**config.mk**
```make
export PLATFORM = sky130hd
export DESIGN_NAME = regfile_core
export DESIGN_NICKNAME = d
export VERILOG_FILES = /design/src/rtl/regfile_core.sv
export SDC_FILE = /design/constraint.sdc
export NUM_CORES = 2
export LEC_CHECK = 0
export ABC_AREA = 1
export BUFFER_PORTS_ARGS = -buffer_cell sky130_fd_sc_hd__buf_2
export CAP_MARGIN = 0
export CORE_ASPECT_RATIO = 1.4
export CORE_UTILIZATION = 40
export CTS_CLUSTER_SIZE = 40
export DETAILED_ROUTE_END_ITERATION = 10
export GPL_ROUTABILITY_DRIVEN = 0
export GPL_TIMING_DRIVEN = 1
export PLACE_DENSITY = 0.67
export SYNTH_ARGS = -nofsm -noshare
export SYNTH_HDL_FRONTEND = slang
export SYNTH_SLANG_ARGS = --single-unit
export TNS_END_PERCENT = 1
```
**constraint.sdc**
```tcl
create_clock -name clock -period 1.5 [get_ports clock]
set_input_delay 0.075 -clock clock [delete_from_list [all_inputs] [get_ports clock]]
set_output_delay 0.075 -clock clock [all_outputs]
set_load 0.02 [all_outputs]
```
**src/rtl/regfile_core.sv**
```systemverilog
// 32-entry register file: one synchronous write port, two combinational read ports,
// optional same-cycle write-to-read bypass and a per-register "written since reset" mask.
module regfile_core #(
    parameter int WIDTH  = 32,
    parameter bit BYPASS = 1'b1
) (
    input  logic             clock,
    input  logic             ctrl_reset_n,
    input  logic             ctrl_writeEnable,
    input  logic [4:0]       ctrl_writeReg,
    input  logic [WIDTH-1:0] data_writeReg,
    input  logic [4:0]       ctrl_readRegA,
    input  logic [4:0]       ctrl_readRegB,
    output logic [WIDTH-1:0] data_readRegA,
    output logic [WIDTH-1:0] data_readRegB,
    output logic [31:0]      reg_valid
);

    logic [31:0]      onehot;
    logic [WIDTH-1:0] regs [1:31];
    logic [31:1]      written;
    logic [WIDTH-1:0] rd_view [32];
    logic             bypass_a;
    logic             bypass_b;

    always_comb begin
        onehot = 32'd1 << ctrl_writeReg;
    end

    // onehot[0] is deliberately never consumed, so writes to r0 vanish
    always_ff @(posedge clock or negedge ctrl_reset_n) begin
        if (!ctrl_reset_n) begin
            for (int i = 1; i < 32; i++) begin
                regs[i] <= '0;
            end
            written <= '0;
        end else begin
            for (int i = 1; i < 32; i++) begin
                if (ctrl_writeEnable && onehot[i]) begin
                    regs[i]    <= data_writeReg;
                    written[i] <= 1'b1;
                end
            end
        end
    end

    always_comb begin
        rd_view[0] = '0;
        for (int i = 1; i < 32; i++) begin
            rd_view[i] = regs[i];
        end
    end

    // Bypass is suppressed during reset and for r0 so both always read zero
    always_comb begin
        bypass_a = BYPASS && ctrl_reset_n && ctrl_writeEnable &&
                   (ctrl_writeReg == ctrl_readRegA) && (ctrl_readRegA != 5'd0);
        bypass_b = BYPASS && ctrl_reset_n && ctrl_writeEnable &&
                   (ctrl_writeReg == ctrl_readRegB) && (ctrl_readRegB != 5'd0);
        data_readRegA = bypass_a ? data_writeReg : rd_view[ctrl_readRegA];
        data_readRegB = bypass_b ? data_writeReg : rd_view[ctrl_readRegB];
    end

    always_comb begin
        reg_valid = {written, 1'b1};
    end

endmodule

```
==> flow_summary_export.csv <==
group,metric,value,unit
outcome,status,"finished, violations left",
outcome,violations,"design-rule violations, negative setup slack",
synthesis,synth_area,60000,um2
place,dp_hpwl,162000,um
timing,final.setup_skew,0,ps
worst_setup_path,start_kind,"flop",
timing,fmax,0.460,GHz
worst_setup_path,worstSetupPathType,"flop to output pin",
power_and_ir_drop,ir_drop,0.933,mV
worst_setup_path,r2r_cells,3,
power_and_ir_drop,combPwrFrac,0.245,
floorplan,dieArea,152000,um2
route,wl_met1,92600,um
worst_setup_path,reg2reg_slack,680,ps
floorplan,die_x,329,um
synthesis,synth.yosys.seq_area_share,0.427,
grt,antenna_found_initial,4,
layout,final_cells,11100,
route,maxUsedRoutingLayer,"met5",
timing,period_minus_slack,2170,ps
synthesis,netlist_instances,8917,
clock_tree,cts_buffers,103,
worst_hold_path,min_path_type,"input pin to flop",
clock_tree,cts.sinks,1023,
worst_hold_path,hold_depth,4,
power_and_ir_drop,power.share.switching,0.333,
timing,rsz0062_at_grt,"true",
clock_tree,cts_tree,"done",
route,viasPerCell,5.70,
timing,hold_viol,0,
route,wl,249000,um
layout,final_common_cell,"nand2_1",
power_and_ir_drop,seqPwrFrac,0.422,
timing,worstMarginPinSlew,935,ps
grt,grt_usage,0.327,
timing,worst_slack,-673,ps
layout,drive_gt1_frac,0.134,
route,drtAntennaViolNets,0,
floorplan,rows,167,
timing,max_slew_margin,0.376,
grt,first_global_vias,60500,
place,io_buffers,144,
synthesis,synth-warning-count,0,
worst_hold_path,hold_end,"rd_view[513]$_DFFE_PN0P_",
layout,area.sequential,25600,um2
layout,nets,9153,
timing,tns,-38440,ps
clock_tree,htree_levels,3,
timing,whs,46.6,ps
worst_setup_path,critical_path_arrival,2100,ps
worst_setup_path,crit_required,1420,ps
route,met3_length,29000,um
timing,setup_viol,64,
layout,synthToLayoutAreaGrowth,20.6,%
worst_hold_path,worstHoldStart,"ctrl_writeReg[3]",
worst_setup_path,crit_path_end_kind,"output pin",
layout,fin_util,0.488,
clock_tree,path_clk_slew,60,ps
clock_tree,clk_latency,760,ps
clock_tree,clockBufferDepth,3,
power_and_ir_drop,power.internal,57.0,mW
grt,grt_max_degree,149,
layout,layout_common_cells,"nand2_1 (3129), nand3_1 (1099), dfrtp_1 (1023)",
grt,overflow,0,
floorplan,dieHeight,460,um
flow_run,drv_cap,0,
synthesis,ys_types,32,
route,drt-initial-drc-count,8451,
power_and_ir_drop,power_leakage,35.8,nW
route,vias,63400,
route,firstDrtPassIters,11,
synthesis,synth_seq_cells,1023,
route,drcViolationCount,22,
floorplan,start_util,0.404,
clock_tree,root_buffer,"clkbuf_16",
layout,multi_input_area,28300,um2
worst_setup_path,r2r_start,"rd_view[689]$_DFFE_PN0P_",
place,dp_slack,-416,ps
timing,slew_violations,0,
worst_setup_path,r2r-end,"rd_view[689]$_DFFE_PN0P_",
synthesis,avgSynthCellArea,6.73,um2
synthesis,synthesis.nets,8967,
worst_setup_path,worstPathMaxFanout,2,
power_and_ir_drop,netSwitchingPower,28.4,mW
layout,fillCellCount,14400,
floorplan,placeableCoreArea,148000,um2
floorplan,num_io_pins,146,
timing,min_period_over_period,1.45,
route,wire_per_inst,22.4,um
place,dp_cells,10900,
power_and_ir_drop,clkPwrFrac,0.334,
grt,grt_first_pass_wirelength,376000,um
power_and_ir_drop,p_per_area,1180,nW/um2
route,dr_wl_met2,109000,um
==> cell usage after synthesis (all sizes together) <==
| library cell | instances | area [um2] |
|---|---|---|
| nand2 | 3181 | 12000 |
| o21ai | 1128 | 5720 |
| nand3 | 1211 | 6110 |
| nor2 | 474 | 1790 |
| clkinv | 2 | 7.51 |
| o22ai | 2 | 12.5 |
| xor2 | 2 | 17.5 |
| buf | 463 | 2750 |
| o221ai | 1 | 8.76 |
| o211ai | 96 | 721 |
| dfrtp | 1023 | 25600 |
| a21oi | 83 | 415 |
| inv | 917 | 3450 |
| clkbuf | 272 | 1020 |
| or2 | 7 | 43.8 |
| nor3 | 6 | 85.1 |
| conb | 1 | 3.75 |
| nand4 | 48 | 300 |
==> repair_timing <==
action / 4_1_cts / 5_1_grt
setup buffers: 4 / 6
hold buffers: 34 / 0
gates resized for setup: 199 / 111
setup endpoints to repair: 64 / 176
pin swaps: 39 / 43
gates cloned: 0 / 0
hold endpoints to repair: 1016 / 0
==> sequential cells by signal (all words and copies together) (netlist names) <==
register / count
rd_view: 992
written: 31
==> cell families after synthesis <==
logic type | share of synthesized area
buffers and inverters | 0.120
XOR/XNOR | 0.000292
AND/OR/NAND/NOR | 0.338
AO/OA/AOI/OAI | 0.115
flip-flops | 0.427
other | 0.0000625
==> critical path: stages (launching register included) <==
cell,delay [ps]
dfrtp_1,380
inv_1,80
nand2_1,60
nand3_1,110
nand2_1,60
nand2_1,50
nand2_1,50
nor2_1,110
nand2_1,110
nand3_2,140
nand2_2,60
buf_6,130
==> power by group through the flow <==
stage          registers (mW)  logic [mW]  clock network, mW
5_1_grt                  36.6        23.5               29.7
3_5_place_dp             36.3        19.8                  0
4_1_cts                  35.8        20.3               28.7
3_3_place_gp             36.1        19.3                  0
2_1_floorplan            35.6        13.0                  0
6_report                 36.0        20.9               28.5
==> stage by stage <==
stage / instance area (um2) / total power, mW
after CTS: 72000 / 84.9
final: 72300 / 85.4
after global placement: 67300 / 55.4
after detailed placement: 67300 / 56.1
after floorplan: 60000 / 48.6
after global routing: 72300 / 89.7
==> metal layers <==
metal	vias up	GRT usage
li1	28500	-
met1	29600	0.419
met2	4277	0.501
met3	1044	0.0650
met4	4	0.213
met5	-	0
==> final cells by class <==
type,instances,share of cell area
clock inverters,42,0.00884
flip-flops and latches,1023,0.354
repair buffers,816,0.123
diodes,4,0.000138
well taps,1943,0.0336
clock buffers,147,0.0415
inverters,919,0.0483
multi-input cells,6240,0.391
==> worst max-delay path by stage <==
| stage | startpoint | end | slack (ps) | cells after the start |
|---|---|---|---|---|
| 2_1_floorplan | ctrl_readRegA[0] | data_readRegA[30] | 150 | 13 |
| 3_3_place_gp | ctrl_readRegB[0] | data_readRegB[3] | -460 | 13 |
| 3_5_place_dp | ctrl_readRegB[0] | data_readRegB[3] | -420 | 13 |
| 4_1_cts | rd_view[920]$_DFFE_PN0P_ | data_readRegB[24] | -670 | 11 |
| 5_1_grt | rd_view[956]$_DFFE_PN0P_ | data_readRegB[28] | -780 | 11 |
| 6_report | rd_view[956]$_DFFE_PN0P_ | data_readRegB[28] | -670 | 11 |
Note: power is estimated with default switching activity, not from simulation.
